--- src/rtl/seg_disp_arbiter_if.sv ---
// Requester-side request/data bundle and arbiter-side grant/display outputs for seg_disp_arbiter.
// master = requesters + display consumer, slave = the arbiter itself.
interface seg_disp_arbiter_if #(
  parameter int N_REQ = 4
);
  logic [N_REQ-1:0]    req;
  logic [32*N_REQ-1:0] req_data;
  logic [8*N_REQ-1:0]  req_valid;
  logic [N_REQ-1:0]    grant;
  logic                busy;
  logic                switch_pulse;
  logic [31:0]         output_data;
  logic [7:0]          output_valid;

  modport master (
    output req, req_data, req_valid,
    input  grant, busy, switch_pulse, output_data, output_valid
  );

  modport slave (
    input  req, req_data, req_valid,
    output grant, busy, switch_pulse, output_data, output_valid
  );
endinterface

--- src/rtl/seg_disp_arbiter.sv ---
// Round-robin display-datapath arbiter with minimum hold; all outputs registered, 1-cycle request-to-grant, no backpressure.
// Optional SEG_DISP_ARB_PRIO_EN: requester 0 preempts any owner and is never timed out by hold expiry.
module seg_disp_arbiter #(
  parameter  int N_REQ       = 4,
  parameter  int HOLD_CYCLES = 1000,
  localparam int CNT_W       = $clog2(HOLD_CYCLES + 1)
) (
  input  logic              clk,
  input  logic              rst_n,
  seg_disp_arbiter_if.slave bus
);

  localparam int IDX_W = (N_REQ > 1) ? $clog2(N_REQ) : 1;
  localparam logic [CNT_W-1:0] HOLD_MAX = CNT_W'(HOLD_CYCLES - 1);
  localparam logic [IDX_W-1:0] LAST_IDX = IDX_W'(N_REQ - 1);

  typedef enum logic {IDLE, GRANT} state_e;

  state_e            state_q, state_d;
  logic [IDX_W-1:0]  owner_q, owner_d;
  logic [CNT_W-1:0]  hold_cnt_q, hold_cnt_d;
  logic [N_REQ-1:0]  grant_q, grant_d;
  logic              busy_q, busy_d;
  logic              switch_pulse_q, switch_pulse_d;
  logic [31:0]       output_data_q, output_data_d;
  logic [7:0]        output_valid_q, output_valid_d;

  logic [31:0]       slice_data  [N_REQ];
  logic [7:0]        slice_valid [N_REQ];

  for (genvar gi = 0; gi < N_REQ; gi++) begin : g_slice
    assign slice_data[gi]  = bus.req_data[32*gi +: 32];
    assign slice_valid[gi] = bus.req_valid[8*gi +: 8];
  end

  // owner_q doubles as last_owner: it keeps its value through IDLE so the search resumes after it.
  logic [IDX_W-1:0]  rr_win;
  logic [IDX_W-1:0]  rr_idx;
  logic              rr_found;

  always_comb begin
    rr_win   = owner_q;
    rr_idx   = '0;
    rr_found = 1'b0;
    for (int i = 1; i <= N_REQ; i++) begin
      rr_idx = IDX_W'((int'(owner_q) + i) % N_REQ);
      if (!rr_found && bus.req[rr_idx]) begin
        rr_found = 1'b1;
        rr_win   = rr_idx;
      end
    end
  end

  logic              other_pend;
  logic [IDX_W-1:0]  win;
  logic              prio_take;
  logic              hold_lock;

  assign other_pend = |(bus.req & ~grant_q);

`ifdef SEG_DISP_ARB_PRIO_EN
  assign win       = bus.req[0] ? '0 : rr_win;
  assign prio_take = bus.req[0] && (owner_q != '0);
  assign hold_lock = (owner_q == '0);
`else
  assign win       = rr_win;
  assign prio_take = 1'b0;
  assign hold_lock = 1'b0;
`endif

  always_comb begin
    state_d        = state_q;
    owner_d        = owner_q;
    hold_cnt_d     = hold_cnt_q;
    switch_pulse_d = 1'b0;

    case (state_q)
      IDLE: begin
        if (|bus.req) begin
          state_d    = GRANT;
          owner_d    = win;
          hold_cnt_d = '0;
        end
      end
      GRANT: begin
        // A released owner is checked first so a drop coinciding with hold expiry never idles needlessly.
        if (!bus.req[owner_q]) begin
          hold_cnt_d = '0;
          if (other_pend) begin
            owner_d        = win;
            switch_pulse_d = 1'b1;
          end else begin
            state_d = IDLE;
          end
        end else if (prio_take || (hold_cnt_q == HOLD_MAX && other_pend && !hold_lock)) begin
          owner_d        = win;
          hold_cnt_d     = '0;
          switch_pulse_d = 1'b1;
        end else if (hold_cnt_q != HOLD_MAX) begin
          hold_cnt_d = hold_cnt_q + CNT_W'(1);
        end
      end
      default: begin
        state_d    = IDLE;
        hold_cnt_d = '0;
      end
    endcase

    // Data follows owner_d so grant and display data switch on the same edge.
    grant_d        = '0;
    busy_d         = (state_d == GRANT);
    output_data_d  = 32'h0;
    output_valid_d = 8'h01;
    if (state_d == GRANT) begin
      grant_d[owner_d] = 1'b1;
      output_data_d    = slice_data[owner_d];
      output_valid_d   = slice_valid[owner_d] | 8'h01;
    end
  end

  always_ff @(posedge clk or negedge rst_n) begin
    if (!rst_n) begin
      state_q        <= IDLE;
      owner_q        <= LAST_IDX;
      hold_cnt_q     <= '0;
      grant_q        <= '0;
      busy_q         <= 1'b0;
      switch_pulse_q <= 1'b0;
      output_data_q  <= 32'h0;
      output_valid_q <= 8'h01;
    end else begin
      state_q        <= state_d;
      owner_q        <= owner_d;
      hold_cnt_q     <= hold_cnt_d;
      grant_q        <= grant_d;
      busy_q         <= busy_d;
      switch_pulse_q <= switch_pulse_d;
      output_data_q  <= output_data_d;
      output_valid_q <= output_valid_d;
    end
  end

  assign bus.grant        = grant_q;
  assign bus.busy         = busy_q;
  assign bus.switch_pulse = switch_pulse_q;
  assign bus.output_data  = output_data_q;
  assign bus.output_valid = output_valid_q;

  a_grant_onehot0 : assert property (@(posedge clk) disable iff (!rst_n) $onehot0(grant_q));
  a_busy_matches  : assert property (@(posedge clk) disable iff (!rst_n) busy_q == |grant_q);
  a_valid_bit0    : assert property (@(posedge clk) disable iff (!rst_n) output_valid_q[0]);

endmodule

--- src/flat_wrapper.sv ---
// flat-port wrapper written by rule: the top's interface ports become plain ports
module seg_disp_arbiter_flat 
#(
  parameter  int N_REQ       = 4,
  parameter  int HOLD_CYCLES = 1000,
  localparam int CNT_W       = $clog2(HOLD_CYCLES + 1)
)
  (clk, rst_n, bus_req, bus_req_data, bus_req_valid, bus_grant, bus_busy, bus_switch_pulse, bus_output_data, bus_output_valid);
  seg_disp_arbiter_if #(.N_REQ(N_REQ)) bus_i ();
  input  logic clk;
  input  logic rst_n;
  input wire logic [$bits(bus_i.req)-1:0] bus_req;
  input wire logic [$bits(bus_i.req_data)-1:0] bus_req_data;
  input wire logic [$bits(bus_i.req_valid)-1:0] bus_req_valid;
  output wire logic [$bits(bus_i.grant)-1:0] bus_grant;
  output wire logic [$bits(bus_i.busy)-1:0] bus_busy;
  output wire logic [$bits(bus_i.switch_pulse)-1:0] bus_switch_pulse;
  output wire logic [$bits(bus_i.output_data)-1:0] bus_output_data;
  output wire logic [$bits(bus_i.output_valid)-1:0] bus_output_valid;
  assign bus_i.req = bus_req;
  assign bus_i.req_data = bus_req_data;
  assign bus_i.req_valid = bus_req_valid;
  assign bus_grant = bus_i.grant;
  assign bus_busy = bus_i.busy;
  assign bus_switch_pulse = bus_i.switch_pulse;
  assign bus_output_data = bus_i.output_data;
  assign bus_output_valid = bus_i.output_valid;
  seg_disp_arbiter #(.N_REQ(N_REQ), .HOLD_CYCLES(HOLD_CYCLES)) u_core (.clk(clk), .rst_n(rst_n), .bus(bus_i));
endmodule
--- config.mk ---
export PLATFORM = sky130hd
export DESIGN_NAME = seg_disp_arbiter_flat
export DESIGN_NICKNAME = d
export VERILOG_FILES = /design/src/rtl/seg_disp_arbiter_if.sv /design/src/rtl/seg_disp_arbiter.sv /design/src/flat_wrapper.sv
export SDC_FILE = /design/constraint.sdc
export NUM_CORES = 1
export LEC_CHECK = 0
export BUFFER_PORTS_ARGS = -buffer_cell sky130_fd_sc_hd__buf_2
export CORE_ASPECT_RATIO = 2
export CORE_MARGIN = 5
export CORE_UTILIZATION = 43
export DETAILED_ROUTE_END_ITERATION = 8
export PLACE_DENSITY_LB_ADDON = 0.12
export SYNTH_ARGS = -nofsm -noshare
export SYNTH_HDL_FRONTEND = slang
export SYNTH_SLANG_ARGS = --single-unit
--- constraint.sdc ---
create_clock -name clk -period 2.9 [get_ports clk]
set_input_delay 0.87 -clock clk [delete_from_list [all_inputs] [get_ports clk]]
set_output_delay 0.87 -clock clk [all_outputs]
set_load 0.005 [all_outputs]
==> results.txt <==
* Number of clock sinks: 57
* Maximum number of buffers from clock root to sink: 2
* Most frequent standard cell in the layout excluding fill and tap cells: buf_2
- Via count: 3027
- The total overflow left after global routing is 0.
- Die Height: 133 um
* Routed length per instance: 15.8 um
- Final-layout setup total negative slack: 0 ns
- The worst register-to-register path begins at u_core.hold_cnt_q[0]$_DFFE_PN0P_.
* Post-synth top flop: dfrtp_1
- Compared with the post-synthesis result, the final layout area differs by 43.6%.
* Met2 capacity usage during global routing: 0.331
- Die boundary width: 71.6 um
* Required time of the worst setup path: 3.14 ns
- Actual transition at the worst max-transition pin: 0.712 ns
- Rel. slew slack: 0.525
- The number of clock buffers added by TritonCTS is 9.
* Core region area: 0.00749 mm^2
- Setup slack on the worst flop-to-flop path: 0.26 ns
* Input/output buffers: 206
- Cells after Synth: 288
- The final layout contains 662 nets.
- For this run, global-route usage on met1 was measured as 0.236.
- The congestion estimate from routability-driven global placement came to 0.802.
- Number of synthesized flops with an enable pin: 0
* Number of hold violations in the final report: 0
- In this run the worst path has a maximum fanout of 13.
* Worst vdd ir: 713 uV
- # DRC: 0
* Skew final: 0.00697 ns
- Met3 track demand over resource: 0.0687
- After global routing, the most crowded layer is met2.
- Period minus WS final: 2.64 ns
- The worst hold path begins at u_core.hold_cnt_q[1]$_DFFE_PN0P_.
- Synthesis produced a netlist with a net count of 455.
* Antenna violations before repair: 0
- TritonCTS built the clock tree.
- Capturing point of the worst reg2reg path: u_core.bus.output_data[7]$_DFF_PN0_
* Async S/R FF share, synth: 1.00
- The worst setup path is captured at a register.
- Setup repair after global routing left no endpoint under its margin.
* Fraction of the core area covered by cells at the end of the flow: 0.627
- The filler cells instantiated in the layout total 642.
- The die covers 0.00955 mm^2.
* Total track usage: 0.199
* H-tree lvl count: 3
- Setup violations, final: 0
* Cell Rows: 45
* Sequential share of the synthesized area: 0.437
- Number of max-slew violations in the final report: 0
* Startpoint kind of the worst setup timing path: register
- Data arrival, critical path: 2.88 ns
- Design Power: 5.39 mW
- Cell count of the worst hold path: 2
- Outcome: completed
- End point of the worst hold path: u_core.hold_cnt_q[1]$_DFFE_PN0P_
- Number of detailed-route iterations in the first pass: 4
- For this block, the routed nets add up to 9.39 mm of wire.
- Depth of the most critical reg-to-reg path: 9
* Hold-fix buffers at CTS: 0
- Ys Warns: 0
- Largest net degree at the start of global routing: 39
* Classification of the worst-slack hold path: reg2reg
- After detailed routing, the number of vias per cell comes to 5.10.
* Initial Util: 0.436
- Of the available clock period, the critical path in the final layout requires 0.912.
* Ports: 212
- The number of antenna diodes in the final layout is 0.
- Antenna-violating nets left: 0
- Clock-pin slew was measured on the worst setup and hold paths at 0.05 ns.
- Power density relative to cell area: 1150 mW/mm^2
- F_max: 378 MHz
- Clock root buffer master: clkbuf_16
- The critical path is of the reg2reg type.
- In this run the mean area of a mapped cell was 11.3 um^2.
- The first global-routing pass estimated 14.9 mm of wire.
* Vias in the first global route: 3011
- Leaving out fill and tap cells, the most frequent cells in the layout are buf_2, mux2i_1, dfrtp_1.
- Clock insertion delay at the later pin of the skew report: 0.32 ns
- The HPWL after detailed placement is 7.53 mm.
* Post-synthesis register bit count: 57
- Hold is met by 0.508 ns.
* Distinct cell type count after synthesis: 39
- Post-CTS resize count: 0
- Post-CTS repair timing setup buffer count: 0
- Proportion of layout cells with a drive suffix above 1: 0.504
- Number of max-cap violations: 0
- Netlist area before placement: 0.00327 mm^2
* Initial detailed-routing violation count: 128
- Leakage dissipation: 2.54 nW
==> metal layers <==
metal  part of all wire  wire length [um]
met1               0.38              3530
met2               0.50              4670
met3               0.11              1050
met4              0.015               137
met5                  0                 0
==> worst max path at each step <==
stage                                          start  slack (ns)                                    to  cells past startpoint
CTS                 u_core.hold_cnt_q[0]$_DFFE_PN0P_        0.25   u_core.bus.output_data[7]$_DFF_PN0_                      9
floorplan                                 bus_req[3]        0.38  u_core.bus.output_valid[6]$_DFF_PN0_                      8
global placement                          bus_req[3]        0.09   u_core.bus.output_data[4]$_DFF_PN0_                      8
global route        u_core.hold_cnt_q[0]$_DFFE_PN0P_        0.07  u_core.bus.output_valid[6]$_DFF_PN0_                      9
finish              u_core.hold_cnt_q[0]$_DFFE_PN0P_        0.26   u_core.bus.output_data[7]$_DFF_PN0_                      9
detailed placement                        bus_req[3]        0.08   u_core.bus.output_data[7]$_DFF_PN0_                      8
==> state kept, by name, indices dropped and copies added (netlist names) <==
register and flops:
u_core.owner_q 2, u_core.state_q 1, u_core.bus.output_valid 7, u_core.bus.output_data 32, u_core.hold_cnt_q 10, u_core.bus.grant 4, u_core.bus.switch_pulse 1
==> synthesized netlist by cell type (2+ instances only) <==
| cell type | n | area (um^2) |
|---|---|---|
| clkbuf_1 | 2 | 7.51 |
| o22ai_2 | 9 | 113 |
| nand2_1 | 11 | 41.3 |
| nand3_1 | 6 | 30.0 |
| o22ai_1 | 30 | 188 |
| inv_1 | 5 | 18.8 |
| dfrtp_1 | 55 | 1380 |
| buf_6 | 15 | 169 |
| o31ai_1 | 4 | 30.0 |
| nor3_1 | 3 | 15.0 |
| and3_1 | 3 | 18.8 |
| buf_4 | 2 | 15.0 |
| nand2_2 | 2 | 12.5 |
| buf_2 | 3 | 15.0 |
| dfstp_2 | 2 | 52.6 |
| nand2b_1 | 8 | 50.1 |
| a22oi_1 | 2 | 15.0 |
| mux2i_1 | 78 | 781 |
| a21oi_1 | 3 | 15.0 |
| nor2b_1 | 2 | 12.5 |
| or4_1 | 2 | 15.0 |
| o21ai_0 | 15 | 75.1 |
| nor2_1 | 7 | 26.3 |
| nand4_1 | 4 | 25.0 |
==> final cells by class <==
class	count	area [um^2]	area share
inverters	5	18.8	0.00400
clock buffers	14	274	0.0584
flip-flops and latches	57	1430	0.305
multi-input cells	203	1610	0.344
well taps	94	118	0.0251
clock inverters	2	35.0	0.00747
repair buffers	219	1200	0.257
==> worst max-delay path, stage by stage (launching register included) <==
cell	delay [ns]
dfrtp_1	0.38
ha_1	0.22
nand4_1	0.10
or4_1	0.60
a21o_1	0.25
nand2_2	0.08
mux2_4	0.32
nand2b_2	0.25
buf_4	0.22
o22ai_1	0.13
==> cell families (layout without fill, tap and decap cells) <==
kind of cell             count (synthesis)  count (layout)  share of synthesized area
multiplexers                            81              81                      0.254
AO/OA/AOI/OAI                           67              67                      0.144
flip-flops                              57              57                      0.437
AND/OR/NAND/NOR                         51              51                     0.0812
buffers and inverters                   28             240                     0.0735
XOR/XNOR                                 2               2                    0.00536
adder cells (fa/ha/maj)                  1               1                    0.00383
other                                    1               1                    0.00115
==> metrics by stage <==
stage / setup slack (ns) / cell area [um^2] / instances
floorplan: 0.383 / 3270 / 288
global placement: 0.0856 / 4380 / 578
detailed placement: 0.0774 / 4380 / 578
CTS: 0.245 / 4690 / 594
global route: 0.0653 / 4690 / 594
finish: 0.255 / 4690 / 594
==> where the power goes <==
| part | total (mW) | switching (mW) | internal [mW] |
|---|---|---|---|
| logic | 3.02 | 1.52 | 1.51 |
| registers | 1.29 | 0.122 | 1.17 |
| clock network | 1.07 | 0.338 | 0.733 |
Note: power is estimated with default switching activity, not from simulation.
